===== src/rtl/vend_pkg.sv =====
// Shared types and constants for the vending sequencer: controller states,
// the CoinOut encoding and the value in cents of each accepted coin.
package vend_pkg;

   typedef enum logic [1:0] {
      ST_IDLE     = 2'd0,
      ST_CREDIT   = 2'd1,
      ST_DISPENSE = 2'd2,
      ST_CHANGE   = 2'd3
   } vend_state_e;

   typedef enum logic [1:0] {
      COIN_NONE    = 2'b00,
      COIN_NICKEL  = 2'b01,
      COIN_DIME    = 2'b10,
      COIN_QUARTER = 2'b11
   } coin_e;

   localparam logic [6:0] VAL_QUARTER = 7'd25;
   localparam logic [6:0] VAL_DIME    = 7'd10;
   localparam logic [6:0] VAL_NICKEL  = 7'd5;

endpackage


===== src/rtl/change_picker.sv =====
// Combinational change selector: the largest coin not exceeding the remaining
// credit, with its value, so CHANGE can pay out greedily one coin per cycle.
module change_picker
   import vend_pkg::*;
(
   input  logic [6:0] credit,
   output coin_e      coin,
   output logic [6:0] value
);

   // Largest coin that still fits in the remaining credit.
   always_comb begin
      coin  = COIN_NONE;
      value = '0;
      if (credit >= VAL_QUARTER) begin
         coin  = COIN_QUARTER;
         value = VAL_QUARTER;
      end else if (credit >= VAL_DIME) begin
         coin  = COIN_DIME;
         value = VAL_DIME;
      end else if (credit >= VAL_NICKEL) begin
         coin  = COIN_NICKEL;
         value = VAL_NICKEL;
      end
   end

endmodule


===== src/rtl/vend_sequencer.sv =====
// Vending machine sequencer: accepts coins, sells one item at PRICE, and pays
// back any remaining credit one coin per cycle. All outputs are registered.
// Optional build macro VEND_TIMEOUT_EN adds an inactivity timeout in CREDIT
// that forces a refund after TIMEOUT_CYCLES quiet cycles.
//
// state       | meaning
// ------------+--------------------------------------------------------
// ST_IDLE     | no credit, waiting for the first coin
// ST_CREDIT   | credit held, coins / Buy / Refund accepted
// ST_DISPENSE | item being dispensed, waiting for DispenseDone
// ST_CHANGE   | paying out remaining credit, one coin per cycle
module vend_sequencer
   import vend_pkg::*;
#(
   parameter int PRICE          = 25,
   parameter int MAX_CREDIT     = 95,
   parameter int TIMEOUT_CYCLES = 255
) (
   input  logic       Clock,
   input  logic       Reset,
   input  logic       Quarters,
   input  logic       Dimes,
   input  logic       Nickles,
   input  logic       Buy,
   input  logic       Refund,
   input  logic       DispenseDone,
   output logic [6:0] Credit,
   output logic       Vending,
   output logic [1:0] CoinOut,
   output logic       Reject,
   output logic       Busy
);

   localparam logic [7:0] PRICE_W = 8'(PRICE);
   localparam logic [7:0] MAX_W   = 8'(MAX_CREDIT);

   vend_state_e state_q, state_d;
   logic [6:0]  credit_q, credit_d;
   coin_e       coinout_q, coin_d;
   logic        vending_q, busy_q, reject_q, reject_d;

   logic [6:0]  coin_val;
   logic [1:0]  coin_cnt;
   logic        coin_any;
   logic [7:0]  coin_sum;
   logic        buy_ok, refund_ok, coin_ok;

   coin_e       pick_coin;
   logic [6:0]  pick_val;

`ifdef VEND_TIMEOUT_EN
   localparam logic [7:0] TMO_LOAD = 8'(TIMEOUT_CYCLES);
   logic [7:0] tmo_q;
   logic       tmo_expired;
   assign tmo_expired = (state_q == ST_CREDIT) && (tmo_q == 8'd0);
`else
   // The limit has no effect when the timeout is not built in.
   logic [7:0] unused_timeout_limit;
   assign unused_timeout_limit = 8'(TIMEOUT_CYCLES);
`endif

   change_picker u_change_picker (
      .credit (credit_q),
      .coin   (pick_coin),
      .value  (pick_val)
   );

   // Coin candidate (Q > D > N) and the acceptance / transaction decisions.
   always_comb begin
      coin_val = '0;
      if (Quarters)     coin_val = VAL_QUARTER;
      else if (Dimes)   coin_val = VAL_DIME;
      else if (Nickles) coin_val = VAL_NICKEL;
      coin_any  = Quarters | Dimes | Nickles;
      coin_cnt  = {1'b0, Quarters} + {1'b0, Dimes} + {1'b0, Nickles};
      coin_sum  = {1'b0, credit_q} + {1'b0, coin_val};
      buy_ok    = (state_q == ST_CREDIT) && Buy && ({1'b0, credit_q} >= PRICE_W);
      // A refund only wins when Buy is not affordable in the same cycle.
      refund_ok = (state_q == ST_CREDIT) && Refund && !buy_ok;
      coin_ok   = coin_any && !buy_ok && !refund_ok && (coin_sum <= MAX_W) &&
                  ((state_q == ST_IDLE) || (state_q == ST_CREDIT));
      // Every asserted coin that was not the accepted one is rejected.
      reject_d  = coin_ok ? (coin_cnt > 2'd1) : coin_any;
   end

   // Next-state, credit and change-coin selection.
   always_comb begin
      state_d  = state_q;
      credit_d = credit_q;
      coin_d   = COIN_NONE;
      case (state_q)
         ST_IDLE: begin
            if (coin_ok) begin
               credit_d = coin_sum[6:0];
               state_d  = ST_CREDIT;
            end
         end
         ST_CREDIT: begin
            if (buy_ok) begin
               credit_d = credit_q - PRICE_W[6:0];
               state_d  = ST_DISPENSE;
            end else if (refund_ok) begin
               state_d  = ST_CHANGE;
            end else if (coin_ok) begin
               credit_d = coin_sum[6:0];
`ifdef VEND_TIMEOUT_EN
            end else if (tmo_expired) begin
               state_d  = ST_CHANGE;
`endif
            end
         end
         ST_DISPENSE: begin
            if (DispenseDone) state_d = (credit_q != 7'd0) ? ST_CHANGE : ST_IDLE;
         end
         ST_CHANGE: begin
            // The coin goes out on the same edge its value leaves Credit;
            // an empty credit spends one more cycle here with CoinOut idle.
            if (credit_q != 7'd0) begin
               credit_d = credit_q - pick_val;
               coin_d   = pick_coin;
            end else begin
               state_d  = ST_IDLE;
            end
         end
         default: state_d = ST_IDLE;
      endcase
   end

   // State, credit and registered outputs; Reset discards credit silently.
   always_ff @(posedge Clock) begin
      if (Reset) begin
         state_q   <= ST_IDLE;
         credit_q  <= '0;
         coinout_q <= COIN_NONE;
         vending_q <= 1'b0;
         busy_q    <= 1'b0;
         reject_q  <= 1'b0;
      end else begin
         state_q   <= state_d;
         credit_q  <= credit_d;
         coinout_q <= coin_d;
         vending_q <= (state_d == ST_DISPENSE);
         busy_q    <= (state_d == ST_DISPENSE) || (state_d == ST_CHANGE);
         reject_q  <= reject_d;
      end
   end

`ifdef VEND_TIMEOUT_EN
   // Inactivity down-counter: reloads on CREDIT entry or an accepted coin,
   // expires at zero.
   always_ff @(posedge Clock) begin
      if (Reset) begin
         tmo_q <= '0;
      end else if ((state_d == ST_CREDIT) && ((state_q != ST_CREDIT) || coin_ok)) begin
         tmo_q <= TMO_LOAD;
      end else if (state_d != ST_CREDIT) begin
         tmo_q <= '0;
      end else if (tmo_q != 8'd0) begin
         tmo_q <= tmo_q - 8'd1;
      end
   end
`endif

   assign Credit  = credit_q;
   assign Vending = vending_q;
   assign CoinOut = coinout_q;
   assign Reject  = reject_q;
   assign Busy    = busy_q;

endmodule


===== config.mk =====
export PLATFORM = sky130hd
export DESIGN_NAME = vend_sequencer
export DESIGN_NICKNAME = d
export VERILOG_FILES = /design/src/rtl/vend_pkg.sv /design/src/rtl/change_picker.sv /design/src/rtl/vend_sequencer.sv
export SDC_FILE = /design/constraint.sdc
export NUM_CORES = 1
export LEC_CHECK = 0
export BUFFER_PORTS_ARGS = -buffer_cell sky130_fd_sc_hd__buf_4
export CAP_MARGIN = 5
export CELL_PAD_IN_SITES_DETAIL_PLACEMENT = 2
export CELL_PAD_IN_SITES_GLOBAL_PLACEMENT = 2
export CORE_AREA = 10 10 78 80
export DETAILED_ROUTE_END_ITERATION = 7
export DIE_AREA = 0 0 88 90
export HOLD_SLACK_MARGIN = 0.08
export PLACE_DENSITY = 0.94
export SYNTH_ARGS = -nofsm -noshare
export SYNTH_HDL_FRONTEND = slang
export SYNTH_HIERARCHICAL = 1
export SYNTH_SLANG_ARGS = --single-unit

===== constraint.sdc =====
create_clock -name Clock -period 4.4 [get_ports Clock]
set_input_delay 0.44 -clock Clock [delete_from_list [all_inputs] [get_ports Clock]]
set_output_delay 0.44 -clock Clock [all_outputs]
set_load 0.02 [all_outputs]

==> metrics <==
outcome=finished, final reports clean; period utilization=75.6%; Synth area leader=dfxtp_1; fin nets=249; remaining antenna violation count=0; DIE AREA=7920 um^2; Setup Viol. Count Final=0; first-pass GRT wire length=10000 um; height of the die=90 um; main flop type after synthesis=dfxtp_1; post-synth design cell area=1650 um^2; core box area=4600 um^2; top cell type's share of synthesized area=15.8%; Critical R2R Launch=Credit[1]; commonest cells in the netlist=nor2_1 (21), a21oi_1 (17), inv_1 (15); Clk Tree Root Cell=clkbuf_8; total CTS buffers=3; clock skew=0.00752 ns; DR DRC count=0; Worst-Skew Late Latency=0.26 ns; gr usage total=15.7%; post-DP HPWL=4310 um; worst relative slew slack=26.9%; # diodes=0; die width=88 um; start point of the worst hold path=DispenseDone; Psw=0.000781 W; starting density of the core=35.8%; DR vias=1666; clock tree buffer depth=2; crit path launch type=flip-flop; # IOs=20; clock power share=8.5%; DR WL/cell=21.9 um; Achievable Freq=0.301 GHz; actual slew at the worst max-slew pin=1.10 ns; initial antenna violation count=0; Worst Path Arrival=3.48 ns; peak supply drop=0.170 mV; critical path capture point type=flip-flop; EDFF count, synth=0; DRT Wirelength=6100 um; First DRT Iteration DRCs=126; largest net degree at the start of global routing=16; post-DR vias/cell=5.99; Tmin final=3.33 ns; DRT Pass-1 Iters=4; Placement Cell Area=1760 um^2; clock-pin transition on the worst setup and hold timing paths=0.07 ns; max cap viols=0; Sum Neg Setup Slack=0 ns; Max Slew Vio Count=0; LEAKAGE=0.769 nW; CTS tree=built; Setup crit start=Credit[1]; # rows=25; number of synthesis warnings=6; H-tree Lvls=1; P_int=0.000646 W; Synth Register Bits=13; Flop pwr share=19.2%; Final Hold Viols=0; fraction of layout cells with a size suffix above 1=17.4%; Switching Share=54.7%; RePlAce Congestion=0.828; CTS Hold Bufs=0; synthesis-to-layout area growth=9.42%; Crit path required time=4.55 ns; top cells by area, synth=dfxtp_1 (16%), ha_1 (11%), a21oi_1 (5.2%); Syn Inst Count=211; Post-CTS Setup Bufs=0; Power Density=792 nW/um^2; Sink Count=13; RSZ-0062 raised after global routing=no; register area share after synthesis=15.8%; post-cts resize count=0; worst-path fanout max=14; Congestion Overflow GR=0; Logic pwr share=72.3%; FFs w/ async S/R, synth=0%; post-route cell area=1800 um^2; count leader, synth=nor2_1; Hold Crit Class=input port to flip-flop; Port Buffers=19; number of global-route vias before repair=1822; critical path type=flip-flop to flip-flop; Mean Syn Cell Area=7.80 um^2; number of distinct library cells after synthesis=53
layer usage:
| layer | GRT usage, % | wire length, um | part of all wire [%] |
|---|---|---|---|
| met3 | 1.35 | 178 | 2.9 |
| met5 | 0 | 0 | 0 |
| met2 | 26.4 | 3120 | 51 |
| met4 | 5.72 | 148 | 2.4 |
| met1 | 19.7 | 2650 | 44 |
worst paths after layout:
check             cells past startpoint  slack, ns         to
setup / recovery                     13       1.07  Credit[4]
hold reg to reg                       2       0.60    Vending
setup reg to reg                     13       1.07  Credit[4]
hold / removal                        4       0.47    Vending
worst max-delay path: stages, from the launching register on:
cell and delay [ns]:
dfxtp_1 0.71, o31ai_2 0.17, and2_1 0.21, o21ai_1 0.18, ha_1 0.20, inv_1 0.07, fa_1 0.43, a21o_1 0.19
a21oi_1 0.29, xnor2_1 0.16, nor2_1 0.06, a21oi_1 0.17, nor2_1 0.07, o32a_2 0.32
power by group through the flow:
stage / clock network, W / logic [W] / registers (W)
6_report: 0.000121 / 0.00103 / 0.000274
5_1_grt: 0.000122 / 0.00114 / 0.000286
3_3_place_gp: 0 / 0.000939 / 0.000267
3_5_place_dp: 0 / 0.000984 / 0.000274
4_1_cts: 0.000119 / 0.00103 / 0.000272
2_1_floorplan: 0 / 0.000767 / 0.000252
state kept, by name, summed over array words and instances, names as in the netlist:
name,cells
Credit,7
CoinOut,2
Reject,1
Busy,1
Vending,1
state_q,1
cells in the final DEF, fill, tap and decap left out, drive strengths merged, types with 6 or more instances in the layout:
cell | synthesis | routed
nor2 | 22 | 22
buf | 9 | 19
a21oi | 18 | 18
o21ai | 16 | 16
inv | 15 | 15
ha | 14 | 14
dfxtp | 13 | 13
nor3 | 12 | 12
nand2 | 11 | 11
a21o | 6 | 6
kinds of logic (layout without fill, tap and decap cells):
logic type / count (synthesis) / in the layout / share of synthesized area (%)
AND/OR/NAND/NOR: 73 / 73 / 24.5
AO/OA/AOI/OAI: 70 / 70 / 29.9
buffers and inverters: 26 / 38 / 9.80
adder cells (fa/ha/maj): 16 / 16 / 13.1
flip-flops: 13 / 13 / 15.8
XOR/XNOR: 9 / 9 / 4.79
multiplexers: 3 / 3 / 1.82
other: 1 / 2 / 0.228
cell type report:
cell class	instances	area [um^2]
Clock inverter	1	5.00
Sequential cell	13	260
Multi-Input combinational cell	173	1230
Fill cell	558	2800
Timing Repair Buffer	19	143
Inverter	15	56.3
Clock buffer	3	41.3
Tap cell	54	67.6
per-stage QoR:
step           util (%)  setup slack (ns)  hold slack, ns  power, W  cells
4_1_cts            39.2              1.10           0.478   0.00142    278
5_1_grt            39.2             0.822           0.500   0.00155    278
3_5_place_dp       38.2              1.15           0.591   0.00126    274
6_report           39.2              1.07           0.471   0.00143    278
3_3_place_gp       38.2              1.40           0.580   0.00121    274
2_1_floorplan         -              1.41           0.631   0.00102    212
No activity file was read; power rests on OpenSTA's default activity.
